--- config.mk ---
export PLATFORM = sky130hd
export DESIGN_NAME = db_rr_sched_flat
export DESIGN_NICKNAME = d
export VERILOG_FILES = /design/src/rtl/db_rr_sched_pkg.sv /design/src/rtl/db_rr_sched_if.sv /design/src/rtl/db_rr_sched_pick.sv /design/src/rtl/db_rr_sched.sv /design/src/flat_wrapper.sv
export SDC_FILE = /design/constraint.sdc
export NUM_CORES = 1
export LEC_CHECK = 0
export ABC_AREA = 1
export CAP_MARGIN = 40
export CELL_PAD_IN_SITES_DETAIL_PLACEMENT = 1
export CELL_PAD_IN_SITES_GLOBAL_PLACEMENT = 2
export CORE_AREA = 3 3 244 246
export CTS_BUF_LIST = sky130_fd_sc_hd__clkbuf_8
export DETAILED_ROUTE_END_ITERATION = 7
export DIE_AREA = 0 0 247 249
export GPL_ROUTABILITY_DRIVEN = 0
export PLACE_DENSITY = 0.78
export SYNTH_ARGS = -nofsm -noshare
export SYNTH_HDL_FRONTEND = slang
export SYNTH_HIERARCHICAL = 1
export SYNTH_SLANG_ARGS = --single-unit
--- constraint.sdc ---
create_clock -name axi4_mm_clk -period 11.3 [get_ports axi4_mm_clk]
set_clock_uncertainty 0.05 [all_clocks]
set_input_delay 1.695 -clock axi4_mm_clk [delete_from_list [all_inputs] [get_ports axi4_mm_clk]]
set_output_delay 1.695 -clock axi4_mm_clk [all_outputs]
set_load 0.03 [all_outputs]
--- src/rtl/db_rr_sched_pkg.sv ---
// Shared types, constants and helpers for the doorbell round-robin scheduler.
package db_rr_sched_pkg;

    typedef enum logic [0:0] {
        S_IDLE  = 1'b0,
        S_ISSUE = 1'b1
    } state_e;

    localparam logic DB_TYPE_SQ = 1'b0;
    localparam logic DB_TYPE_CQ = 1'b1;

    localparam int unsigned VAL_W = 32;
    localparam int unsigned DB_W  = 64;

    // Bits needed to index n items; never less than one.
    function automatic int unsigned log2ceil(input int unsigned n);
        int unsigned r;
        r = 0;
        for (int unsigned i = 0; i < 32; i++) begin
            if ((32'd1 << i) < n) begin
                r = i + 1;
            end
        end
        return (r == 0) ? 1 : r;
    endfunction

endpackage

--- src/rtl/db_rr_sched_if.sv ---
// Doorbell bus: per-channel SQ/CQ doorbell inputs and the single PIO doorbell output.
interface db_rr_sched_if #(
    parameter int unsigned DQ_CH = 4
);
    logic        sqdb_valid_ch [DQ_CH];
    logic [63:0] sqdb_tail_ch  [DQ_CH];
    logic        sqdb_ready_ch [DQ_CH];
    logic        cqdb_valid_ch [DQ_CH];
    logic [63:0] cqdb_head_ch  [DQ_CH];
    logic        cqdb_ready_ch [DQ_CH];
    logic        db_valid;
    logic        db_type;
    logic [63:0] db_data;
    logic        db_ready;
    logic [31:0] coalesce_cnt;

    // Scheduler side.
    modport slave (
        input  sqdb_valid_ch, sqdb_tail_ch, cqdb_valid_ch, cqdb_head_ch, db_ready,
        output sqdb_ready_ch, cqdb_ready_ch, db_valid, db_type, db_data, coalesce_cnt
    );

    // Environment side: doorbell writers and PIO consumer.
    modport master (
        output sqdb_valid_ch, sqdb_tail_ch, cqdb_valid_ch, cqdb_head_ch, db_ready,
        input  sqdb_ready_ch, cqdb_ready_ch, db_valid, db_type, db_data, coalesce_cnt
    );
endinterface

--- src/rtl/db_rr_sched_pick.sv ---
// Round-robin picker: first pending source strictly after last_grant, wrapping.
module db_rr_pick #(
    parameter int unsigned NSRC  = 8,
    parameter int unsigned IDX_W = 3
) (
    input  logic [NSRC-1:0]  pending_i,
    input  logic [IDX_W-1:0] last_grant_i,
    output logic             grant_valid_o,
    output logic [IDX_W-1:0] grant_idx_o
);

    logic [IDX_W-1:0] idx_v;

    // Scan offsets from farthest to nearest so the nearest pending source wins.
    always_comb begin
        grant_valid_o = 1'b0;
        grant_idx_o   = '0;
        idx_v         = '0;
        for (int unsigned off = NSRC; off >= 1; off--) begin
            idx_v = IDX_W'((32'(last_grant_i) + off) % NSRC);
            if (pending_i[idx_v]) begin
                grant_valid_o = 1'b1;
                grant_idx_o   = idx_v;
            end
        end
    end

endmodule

--- src/rtl/db_rr_sched.sv ---
// Doorbell scheduler: coalesces SQ/CQ doorbells per source and issues them
// one per cycle to the PIO in round-robin order.
module db_rr_sched
    import db_rr_sched_pkg::*;
#(
    parameter int unsigned DQ_CH  = 4,
    parameter int unsigned DQ_IDX = log2ceil(DQ_CH)
) (
    input logic          axi4_mm_clk,
    input logic          axi4_mm_rst,
    db_rr_sched_if.slave bus
);

    localparam int unsigned NSRC  = 2 * DQ_CH;
    localparam int unsigned SRC_W = log2ceil(NSRC);
    localparam int unsigned CNT_W = log2ceil(NSRC + 1);
    localparam int unsigned PAD_W = VAL_W - DQ_IDX;

    state_e             state_q, state_d;
    logic [NSRC-1:0]    pending_q, pending_d;
    logic [VAL_W-1:0]   value_q [NSRC];
    logic [VAL_W-1:0]   value_d [NSRC];
    logic [SRC_W-1:0]   last_grant_q;
    logic               db_valid_q;
    logic               db_type_q;
    logic [DB_W-1:0]    db_data_q;
    logic [31:0]        coalesce_q;

    logic [NSRC-1:0]    acc_c;
    logic [VAL_W-1:0]   wr_val_c [NSRC];
    logic               grant_valid_c;
    logic [SRC_W-1:0]   grant_idx_c;
    logic               grant_en_c;
    logic [CNT_W-1:0]   coal_n_c;
    logic [SRC_W-1:0]   chan_full_c;
    logic [DB_W-1:0]    db_data_c;
    logic               hit_c;
    logic               unused_hi_c;

    // Doorbells are always accepted outside reset.
    for (genvar g = 0; g < DQ_CH; g++) begin : g_rdy
        assign bus.sqdb_ready_ch[g] = ~axi4_mm_rst;
        assign bus.cqdb_ready_ch[g] = ~axi4_mm_rst;
    end

    assign bus.db_valid     = db_valid_q;
    assign bus.db_type      = db_type_q;
    assign bus.db_data      = db_data_q;
    assign bus.coalesce_cnt = coalesce_q;

    // Flatten SQ then CQ channels into one source space; upper halves are don't-care.
    always_comb begin
        acc_c       = '0;
        unused_hi_c = 1'b0;
        for (int i = 0; i < int'(DQ_CH); i++) begin
            acc_c[i]             = bus.sqdb_valid_ch[i];
            acc_c[DQ_CH + i]     = bus.cqdb_valid_ch[i];
            wr_val_c[i]          = bus.sqdb_tail_ch[i][VAL_W-1:0];
            wr_val_c[DQ_CH + i]  = bus.cqdb_head_ch[i][VAL_W-1:0];
            unused_hi_c          = unused_hi_c ^ (^bus.sqdb_tail_ch[i][63:32])
                                               ^ (^bus.cqdb_head_ch[i][63:32]);
        end
    end

    db_rr_pick #(
        .NSRC  (NSRC),
        .IDX_W (SRC_W)
    ) u_pick (
        .pending_i     (pending_q),
        .last_grant_i  (last_grant_q),
        .grant_valid_o (grant_valid_c),
        .grant_idx_o   (grant_idx_c)
    );

    // Next state and grant enable.
    always_comb begin
        state_d    = state_q;
        grant_en_c = 1'b0;
        unique case (state_q)
            S_IDLE: begin
                if (grant_valid_c) begin
                    grant_en_c = 1'b1;
                    state_d    = S_ISSUE;
                end
            end
            S_ISSUE: begin
                if (bus.db_ready) begin
                    if (grant_valid_c) begin
                        grant_en_c = 1'b1;
                    end else begin
                        state_d = S_IDLE;
                    end
                end
            end
            default: state_d = S_IDLE;
        endcase
    end

    // Per-source pending/value update; a write to the source being granted is not a coalesce.
    always_comb begin
        pending_d = pending_q;
        value_d   = value_q;
        coal_n_c  = '0;
        hit_c     = 1'b0;
        for (int i = 0; i < int'(NSRC); i++) begin
            hit_c = grant_en_c && (grant_idx_c == SRC_W'(i));
            if (acc_c[i]) begin
                pending_d[i] = 1'b1;
                value_d[i]   = wr_val_c[i];
                if (pending_q[i] && !hit_c) begin
                    coal_n_c = coal_n_c + CNT_W'(1);
                end
            end else if (hit_c) begin
                pending_d[i] = 1'b0;
            end
        end
    end

    // Encode the granted source: channel in the top bits, value in the low word.
    always_comb begin
        chan_full_c = (grant_idx_c >= SRC_W'(DQ_CH)) ? grant_idx_c - SRC_W'(DQ_CH) : grant_idx_c;
        db_data_c   = {DQ_IDX'(chan_full_c), PAD_W'(0), value_q[grant_idx_c]};
    end

    // Control state, pending bits, output register and coalesce counter.
    always_ff @(posedge axi4_mm_clk) begin
        if (axi4_mm_rst) begin
            state_q      <= S_IDLE;
            pending_q    <= '0;
            last_grant_q <= SRC_W'(NSRC - 1);
            db_valid_q   <= 1'b0;
            db_type_q    <= DB_TYPE_SQ;
            db_data_q    <= '0;
            coalesce_q   <= '0;
        end else begin
            state_q    <= state_d;
            pending_q  <= pending_d;
            db_valid_q <= (state_d == S_ISSUE);
            coalesce_q <= coalesce_q + 32'(coal_n_c);
            if (grant_en_c) begin
                last_grant_q <= grant_idx_c;
                db_type_q    <= (grant_idx_c >= SRC_W'(DQ_CH)) ? DB_TYPE_CQ : DB_TYPE_SQ;
                db_data_q    <= db_data_c;
            end
        end
    end

    // Value storage needs no reset; it is only read behind a pending bit.
    always_ff @(posedge axi4_mm_clk) begin
        value_q <= value_d;
    end

endmodule

--- src/flat_wrapper.sv ---
// flat-port wrapper written by rule: the top's interface ports become plain ports
module db_rr_sched_flat import db_rr_sched_pkg::*;
#(
    parameter int unsigned DQ_CH  = 4,
    parameter int unsigned DQ_IDX = log2ceil(DQ_CH)
)
  (axi4_mm_clk, axi4_mm_rst, bus_sqdb_valid_ch, bus_sqdb_tail_ch, bus_cqdb_valid_ch, bus_cqdb_head_ch, bus_db_ready, bus_sqdb_ready_ch, bus_cqdb_ready_ch, bus_db_valid, bus_db_type, bus_db_data, bus_coalesce_cnt);
  db_rr_sched_if #(.DQ_CH(DQ_CH)) bus_i ();
  input logic axi4_mm_clk;
  input logic axi4_mm_rst;
  input wire logic [$bits(bus_i.sqdb_valid_ch)-1:0] bus_sqdb_valid_ch;
  input wire logic [$bits(bus_i.sqdb_tail_ch)-1:0] bus_sqdb_tail_ch;
  input wire logic [$bits(bus_i.cqdb_valid_ch)-1:0] bus_cqdb_valid_ch;
  input wire logic [$bits(bus_i.cqdb_head_ch)-1:0] bus_cqdb_head_ch;
  input wire logic [$bits(bus_i.db_ready)-1:0] bus_db_ready;
  output wire logic [$bits(bus_i.sqdb_ready_ch)-1:0] bus_sqdb_ready_ch;
  output wire logic [$bits(bus_i.cqdb_ready_ch)-1:0] bus_cqdb_ready_ch;
  output wire logic [$bits(bus_i.db_valid)-1:0] bus_db_valid;
  output wire logic [$bits(bus_i.db_type)-1:0] bus_db_type;
  output wire logic [$bits(bus_i.db_data)-1:0] bus_db_data;
  output wire logic [$bits(bus_i.coalesce_cnt)-1:0] bus_coalesce_cnt;
  assign bus_i.sqdb_valid_ch = {>>{bus_sqdb_valid_ch}};
  assign bus_i.sqdb_tail_ch = {>>{bus_sqdb_tail_ch}};
  assign bus_i.cqdb_valid_ch = {>>{bus_cqdb_valid_ch}};
  assign bus_i.cqdb_head_ch = {>>{bus_cqdb_head_ch}};
  assign bus_i.db_ready = bus_db_ready;
  assign bus_sqdb_ready_ch = {>>{bus_i.sqdb_ready_ch}};
  assign bus_cqdb_ready_ch = {>>{bus_i.cqdb_ready_ch}};
  assign bus_db_valid = bus_i.db_valid;
  assign bus_db_type = bus_i.db_type;
  assign bus_db_data = bus_i.db_data;
  assign bus_coalesce_cnt = bus_i.coalesce_cnt;
  db_rr_sched #(.DQ_CH(DQ_CH), .DQ_IDX(DQ_IDX)) u_core (.axi4_mm_clk(axi4_mm_clk), .axi4_mm_rst(axi4_mm_rst), .bus(bus_i));
endmodule
==> Word-level counts from Yosys, hierarchy flattened <==
Cells that the tools add are included.
{ "word_totals": {"reg_bits": 335, "inputBits": 523, "output_inout_bits": 106, "word_cells": 165} }
{ "op_classes": {"n_addsub": 17, "n_lt_le_gt_ge": 10, "eq_ne": 7, "n_mux": 74, "bitwise_logic": 3, "reduce_logical": 33} }
{ "op_table": {"columns": ["operator", "n"], "rows": [
  ["32-bit binary-select mux with 3-bit select", 1],
  ["32-bit two-way mux", 2],
  ["4-bit two-way mux", 15],
  ["1-bit two-way mux", 37],
  ["32-bit by 4-bit adder with 32-bit output", 1],
  ["3-bit by 4-bit less-than comparator with 1-bit output, second input constant", 8],
  ["4-bit by 1-bit adder with 4-bit output, second input constant", 7],
  ["1-bit binary-select mux with 3-bit select", 8],
  ["3-bit two-way mux", 8],
  ["1-bit logical AND", 16],
  ["2-bit nonzero test", 8],
  ["3-bit adder, second input constant", 4],
  ["3-bit == test, second input constant", 4],
  ["1-bit logical NOT", 8],
  ["3-bit by 1-bit adder with 3-bit output, second input constant", 2],
  ["3-bit by 2-bit adder with 3-bit output, second input constant", 2],
  ["3-bit by 2-bit == test with 1-bit output, second input constant", 2],
  ["4-bit >= comparator, second input constant", 1],
  ["3-bit inverter with 4-bit output", 1],
  ["1-bit one-hot mux with 2 select lines", 2],
  ["3-bit by 1-bit == test with 1-bit output, second input constant", 1],
  ["3-bit >= comparator, second input constant", 1],
  ["3-bit logical NOT", 1],
  ["2-bit two-way mux", 1],
  ["other kinds (2)", 3]
]} }

==> Depth between registers and ports, before layout <==
{ "logic_depth": {"depth_word": 41, "ltp_mapped": 63, "ltp_nobuf": 61} }

==> Hierarchy <==
Netlist, hierarchy kept.
{ "by_module_without_submodules": {"columns": ["module", "n_inst", "cells_each", "area_each_um2"], "rows": [
  ["db_rr_sched", 1, 1160, 13636.8],
  ["db_rr_pick", 1, 123, 666.9]
]} }

==> Worst setup path after synthesis <==
Ideal clock, no wire load.
{ "synth_timing": {"path_kind": "register to register", "startpoint": "register u_core.last_grant_q[0]", "endpoint": "register u_core.coalesce_q[20], in the netlist u_core/bus.coalesce_cnt[20]", "setup_time_ns": 0.119, "arrival_ns": 7.482, "required_time_ns": 11.131, "path_slack_ns": 3.649, "path_stages_with_launch": 53, "path_buffers": 3, "path_cell_list": "dfxtp_1 -> buf_6 -> inv_8 -> ha_1 -> inv_2 -> nand3_1 -> nand3_1 -> nand2_1 -> o21bai_1 -> nand2_1 -> nand2_1 -> nand2_1 -> nand3_1 -> nand2_1 -> inv_2 -> nor2_1 -> clkbuf_1 -> clkbuf_1 -> [17 not listed] -> ha_1 -> or2_2 -> a21boi_1 -> ha_1 -> inv_1 -> o21ai_1 -> inv_1 -> fa_1 -> nor2_1 -> a21oi_1 -> nor3_1 -> nand2_1 -> nor2_2 -> nand3_1 -> nor2_1 -> nand3_1 -> o21ai_0 -> a21oi_1"} }
{ "synth_via": {"elab_chain_len": 41} }
{ "synth_rtl": {"columns": ["item", "line_no", "source"], "rows": [
  ["start: declaration", "db_rr_sched.sv:23", "logic [SRC_W-1:0] last_grant_q;"],
  ["start signal: assignment", "db_rr_sched.sv:130", "last_grant_q <= SRC_W'(NSRC - 1);"],
  ["start signal: assignment", "db_rr_sched.sv:141", "last_grant_q <= grant_idx_c;"],
  ["3-bit by 1-bit adder with 3-bit output", "db_rr_sched_pick.sv:20", "idx_v = IDX_W'((32'(last_grant_i) + off) % NSRC);"],
  ["1-bit binary-select mux with 3-bit select", "db_rr_sched_pick.sv:21", "if (pending_i[idx_v]) begin"],
  ["1-bit two-way mux (implied by the code)", "db_rr_sched_pick.sv:21", null],
  ["1-bit two-way mux (8 in a row)", "db_rr_sched_pick.sv:21", null],
  ["1-bit two-way mux", "db_rr_sched.sv:81, db_rr_sched.sv:88", null],
  ["1-bit two-way mux", "db_rr_sched.sv:87", "if (bus.db_ready) begin"],
  ["1-bit one-hot mux with 2 select lines", "db_rr_sched.sv:79", "unique case (state_q)"],
  ["1-bit logical AND", "db_rr_sched.sv:106", "hit_c = grant_en_c && (grant_idx_c == SRC_W'(i));"],
  ["[18 not listed]", null, null],
  ["4-bit two-way mux", "db_rr_sched.sv:107", "if (acc_c[i]) begin"],
  ["4-bit by 1-bit adder with 4-bit output", "db_rr_sched.sv:111", "coal_n_c = coal_n_c + CNT_W'(1);"],
  ["4-bit two-way mux", "db_rr_sched.sv:110", "if (pending_q[i] && !hit_c) begin"],
  ["4-bit two-way mux", "db_rr_sched.sv:107", null],
  ["4-bit by 1-bit adder with 4-bit output", "db_rr_sched.sv:111", null],
  ["4-bit two-way mux", "db_rr_sched.sv:110", null],
  ["4-bit two-way mux (*)", "db_rr_sched.sv:107", null],
  ["32-bit by 4-bit adder with 32-bit output (*)", "db_rr_sched.sv:139", "coalesce_q <= coalesce_q + 32'(coal_n_c);"],
  ["end signal: assignment", "db_rr_sched.sv:139", null],
  ["end: declaration", "db_rr_sched.sv:27", "logic [31:0] coalesce_q;"]
]} }
Every way passes the cells marked *; elsewhere a longest branch is shown, timed or not. The select of a mux whose other input is x is not followed.
A chain may end at the register's enable or synchronous reset.

==> Final worst setup path <==
{ "layout_timing": {"startpoint": "register u_core.last_grant_q[1]", "endpoint": "register u_core.coalesce_q[24], in the netlist u_core/bus.coalesce_cnt[24]"} }
{ "layout_rtl": {"columns": ["item", "line_no", "source"], "rows": [
  ["3-bit by 1-bit adder with 3-bit output", "db_rr_sched_pick.sv:20", null],
  ["1-bit binary-select mux with 3-bit select", "db_rr_sched_pick.sv:21", null],
  ["1-bit two-way mux (implied by the code)", "db_rr_sched_pick.sv:21", null],
  ["3-bit two-way mux (7 in a row)", "db_rr_sched_pick.sv:21", null],
  ["3-bit two-way mux (*)", "db_rr_sched_pick.sv:21", null],
  ["via u_core.grant_idx_c[2]", "db_rr_sched.sv:32", "logic [SRC_W-1:0] grant_idx_c;"],
  ["3-bit logical NOT", "db_rr_sched.sv:106", null],
  ["1-bit logical AND", "db_rr_sched.sv:106", null],
  ["[18 not listed]", null, null],
  ["4-bit two-way mux", "db_rr_sched.sv:107", null],
  ["4-bit by 1-bit adder with 4-bit output", "db_rr_sched.sv:111", null],
  ["4-bit two-way mux", "db_rr_sched.sv:110", null],
  ["4-bit two-way mux", "db_rr_sched.sv:107", null],
  ["4-bit by 1-bit adder with 4-bit output", "db_rr_sched.sv:111", null],
  ["4-bit two-way mux", "db_rr_sched.sv:110", null],
  ["4-bit two-way mux (*)", "db_rr_sched.sv:107", null],
  ["32-bit by 4-bit adder with 32-bit output (*)", "db_rr_sched.sv:139", null]
]} }
Mark *: on every way through the listed nets, which the timed path passes. The rest lies on a longest branch. The select of a mux whose other input is x is not followed.

==> impl_table.tex <==
\begin{tabular}{lr}
\hline
Metric & Value \\
\hline
\multicolumn{2}{l}{\textbf{Die}} \\
Std-Cell Rows & 88 \\
Area of the die & 61500 um\^{}2 \\
Area inside the core boundary & between 50000 and 60000 um\^{}2 \\
Io pins & between 600 and 700 \\
Horizontal die dimension & approximately 250 um \\
Starting density of the core & approximately a quarter \\
Die height & 249 um \\
\multicolumn{2}{l}{\textbf{Yosys}} \\
Post-synthesis cell type count & 54 \\
Dominant register cell in the synthesized netlist & sky130\_fd\_sc\_hd\_\_edfxtp\_1 \\
Flip-flop and latch count after synthesis & 335 \\
Cell accounting for the most synthesized area & sky130\_fd\_sc\_hd\_\_edfxtp\_1 \\
FFs w/ async S/R, synth & 0\% \\
Number of standard cells after synthesis & 1283 \\
Mapped Avg Cell Area & 11.1 um\^{}2 \\
Number of flops mapped to enable cells by yosys & 256 \\
Synth cell count leaders & 293 x sky130\_fd\_sc\_hd\_\_nand2\_1, 256 x sky130\_fd\_sc\_hd\_\_edfxtp\_1, 109 x sky130\_fd\_sc\_hd\_\_inv\_1 \\
Number of warnings reported in the yosys synthesis log & 6 \\
Top-count cell post-synth & sky130\_fd\_sc\_hd\_\_nand2\_1 \\
Post-Synthesis Cell Area & 14300 um\^{}2 \\
Share of the synthesized area in the top cell type & 53.7\% \\
Proportion of synthesized chip area in sequential cells & 64.8\% \\
Largest cells by area after synthesis & sky130\_fd\_sc\_hd\_\_edfxtp\_1 54\%, sky130\_fd\_sc\_hd\_\_dfxtp\_1 11\%, sky130\_fd\_sc\_hd\_\_nand2\_1 7.7\% \\
\multicolumn{2}{l}{\textbf{Worst hold path}} \\
Class of the most critical hold timing path & flop to flop \\
End point of the worst hold path & u\_core/bus.db\_data[63] \\
Hold path depth & 2 \\
Min-delay src & u\_core/bus.db\_data[63] \\
\multicolumn{2}{l}{\textbf{Setup path}} \\
Number of cell instances on the worst register-to-register path & 52 \\
CP max FO & 19 \\
CP startpoint kind & flop \\
Endpoint arrival time on the critical path & 10.00 ns \\
Longest individual stage delay on the worst path & 0.62 ns \\
Setup slack of the most critical reg-to-reg path & roughly 1.8 ns \\
Category of the worst setup path capture point & flop \\
Required time of the critical path & 11.80 ns \\
Start point of the critical path & u\_core/last\_grant\_q[1] \\
Capture point of the worst reg-to-reg path & u\_core/bus.coalesce\_cnt[24] \\
Reg-to-Reg Start & u\_core/last\_grant\_q[1] \\
CP max stage cell & sky130\_fd\_sc\_hd\_\_nand2\_2 \\
Most used cell, CP & sky130\_fd\_sc\_hd\_\_nand2\_1 \\
Setup CP Type & flop to flop \\
\multicolumn{2}{l}{\textbf{Timing}} \\
Total setup violations reported at the end of the flow & 0 \\
Period utilization & 84.1\% \\
Transition at the pin with the smallest max-transition slack & 0.815 ns \\
Final sum of negative setup slack & 0 ns \\
Worst-case headroom to the max-slew limit & 45.7\% \\
Max-slew violations & 0 \\
Unrepaired setup endpoints after global routing & no \\
Fin worst setup slack & around 1.8 ns \\
Fmax & 105 MHz \\
Time the worst path needs with I/O delays and setup & 9.51 ns \\
Final-report hold violation count & 0 \\
\multicolumn{2}{l}{\textbf{Final layout}} \\
Net count of the finished layout & 2190 \\
Area used by multi-input combinational logic & 4230 um\^{}2 \\
Area grow syn2layout & 38.2\% \\
Sequential cell area & 9270 um\^{}2 \\
Non-Filler Cell Area, Final & 19800 um\^{}2 \\
Share of cells above drive strength 1 & about 10\% \\
Final Core Density & 34.3\% \\
Fill cell total of the finished layout & 6418 \\
\multicolumn{2}{l}{\textbf{Global route}} \\
Largest net degree at the start of global routing & 57 \\
Number of antenna violations at the first check in global routing & 17 \\
First-pass GRT wire length & 78700 um \\
Total Routing Usage GR & between 10\% and 20\% \\
Number of global-route vias before repair & 12500 \\
Remaining global-route overflow & 0 \\
\multicolumn{2}{l}{\textbf{Routing}} \\
Antenna-violating nets left & 0 \\
Final routed wirelength across all metal layers & roughly 54000 um \\
Average wire length per cell after detail routing & 21.7 um \\
Remaining DRCs & 0 \\
Via total after detailed routing & $\sim$11000 \\
First-iteration detailed-routing DRC count & 615 \\
Mean number of vias per cell & 4.59 \\
Detailed Routing Iterations Pass 1 & 4 \\
\multicolumn{2}{l}{\textbf{Placed design}} \\
Area of placed instances & 18500 um\^{}2 \\
Post-DP HPWL & 36500 um \\
Worst setup slack after placement & between 1.5 and 2 ns \\
Input/output buffers & around 340 \\
\multicolumn{2}{l}{\textbf{CTS}} \\
Number of hold-repair buffers added at the cts stage & 0 \\
CTS Sinks & 335 \\
Clock root buffer & sky130\_fd\_sc\_hd\_\_clkbuf\_8 \\
H-tree levels & 2 \\
Clock insertion delay at the later pin of the skew report & 0.65 ns \\
Cells resized by post-CTS repair & 0 \\
TritonCTS clock tree & done \\
Post-CTS setup-driven buffer insertion count & 0 \\
CTS Buffer Depth & 3 \\
CTS clock-pin slew for the worst setup and hold paths & 0.06 ns \\
TritonCTS buffer count & 60 \\
\multicolumn{2}{l}{\textbf{Pwr}} \\
Power Total & 6.61 mW \\
PD cells & between 300 and 400 nW/um\^{}2 \\
Total leakage power & between 7 and 8 nW \\
Worst voltage drop across the vdd grid & between 0.4 and 0.5 mV \\
\multicolumn{2}{l}{\textbf{Flow run}} \\
Max-cap viol count & 0 \\
\multicolumn{2}{l}{\textbf{Status}} \\
Outcome & finished, final reports clean \\
\hline
\end{tabular}
[flip-flops by register name, summed over array words and instances (netlist names)]
signal and cells:
u_core/bus.coalesce_cnt 32, u_core/bus.db_data 34, u_core/bus.db_type 1, u_core/bus.db_valid 1, u_core/last_grant_q 3, u_core/pending_q 8
u_core/value_q 256
[cells in the final DEF, fill, tap and decap left out, types with 4 or more instances in the layout]
| master | instances |
|---|---|
| sky130_fd_sc_hd__clkinv_1 | 15 |
| sky130_fd_sc_hd__xor2_1 | 7 |
| sky130_fd_sc_hd__clkdlybuf4s50_1 | 334 |
| sky130_fd_sc_hd__nor3_1 | 15 |
| sky130_fd_sc_hd__a21oi_1 | 69 |
| sky130_fd_sc_hd__dfxtp_1 | 79 |
| sky130_fd_sc_hd__ha_1 | 14 |
| sky130_fd_sc_hd__a22o_1 | 8 |
| sky130_fd_sc_hd__diode_2 | 7 |
| sky130_fd_sc_hd__edfxtp_1 | 256 |
| sky130_fd_sc_hd__buf_4 | 16 |
| sky130_fd_sc_hd__clkbuf_8 | 61 |
| sky130_fd_sc_hd__a22oi_1 | 64 |
| sky130_fd_sc_hd__nand2_4 | 6 |
| sky130_fd_sc_hd__nor2_1 | 47 |
| sky130_fd_sc_hd__o21ai_0 | 20 |
| sky130_fd_sc_hd__inv_2 | 13 |
| sky130_fd_sc_hd__a221o_1 | 24 |
| sky130_fd_sc_hd__nand2_1 | 291 |
| sky130_fd_sc_hd__nor2_4 | 4 |
| sky130_fd_sc_hd__nand3_1 | 61 |
| sky130_fd_sc_hd__clkinv_2 | 5 |
| sky130_fd_sc_hd__conb_1 | 30 |
| sky130_fd_sc_hd__inv_1 | 126 |
| sky130_fd_sc_hd__o21a_1 | 5 |
| sky130_fd_sc_hd__nand3_2 | 12 |
| sky130_fd_sc_hd__buf_2 | 8 |
| sky130_fd_sc_hd__nand2_2 | 11 |
| sky130_fd_sc_hd__nand4_1 | 44 |
| sky130_fd_sc_hd__bufinv_16 | 6 |
[layout make-up]
cell class	count	area share (%)
Timing Repair Buffer	363	18.3
Tap cell	765	4.84
Clock buffer	61	4.25
Antenna cell	7	0.0886
Clock inverter	50	1.93
Sequential cell	335	46.9
Multi-Input combinational cell	772	21.4
Inverter	120	2.32
[power breakdown]
part           leakage (nW)  internal (mW)  switching, mW
Sequential             3.15           1.48         0.0776
Combinational          3.78           1.29           2.59
Clock                 0.692          0.642          0.530
[critical path: cells and delay by family (launching register included)]
| family | cells | cell delay, ns |
|---|---|---|
| flip-flops | 1 | 0.61 |
| adder cells (fa/ha/maj) | 7 | 2.28 |
| buffers and inverters | 9 | 0.86 |
| AO/OA/AOI/OAI | 5 | 0.97 |
| AND/OR/NAND/NOR | 31 | 4.64 |
[cell families after synthesis]
kind of cell / after synthesis / share of synthesized area, %
AND/OR/NAND/NOR: 514 / 17.0
flip-flops: 335 / 64.8
AO/OA/AOI/OAI: 202 / 9.53
XOR/XNOR: 11 / 0.779
buffers and inverters: 205 / 6.54
other: 1 / 0.0262
adder cells (fa/ha/maj): 15 / 1.36
[per-stage QoR]
step           cells  hold WS, ns
2_1_floorplan   1312        0.407
3_3_place_gp    2350        0.426
3_5_place_dp    2355        0.442
4_1_cts         2466        0.455
5_1_grt         2469        0.464
6_report        2473        0.460
[worst max-delay path by stage]
stage / endpoint / slack, ns / depth (start not counted)
floorplan: u_core/bus.coalesce_cnt[20] / 3.65 / 52
global placement: u_core/bus.coalesce_cnt[24] / 1.97 / 52
detailed placement: u_core/bus.coalesce_cnt[24] / 1.75 / 55
CTS: u_core/bus.coalesce_cnt[24] / 1.73 / 55
global route: u_core/bus.coalesce_cnt[28] / 0.86 / 50
finish: u_core/bus.coalesce_cnt[24] / 1.79 / 52
[routing by layer]
metal  up-vias  global-route usage (%)  wire length, um
met5         -                       0               99
met4        16                    4.88             1330
met3       101                    5.87             4630
met2       434                    29.1            25500
met1      5572                    20.8            22200
li1       5224                       -                -
(Power assumes the default switching activity.)
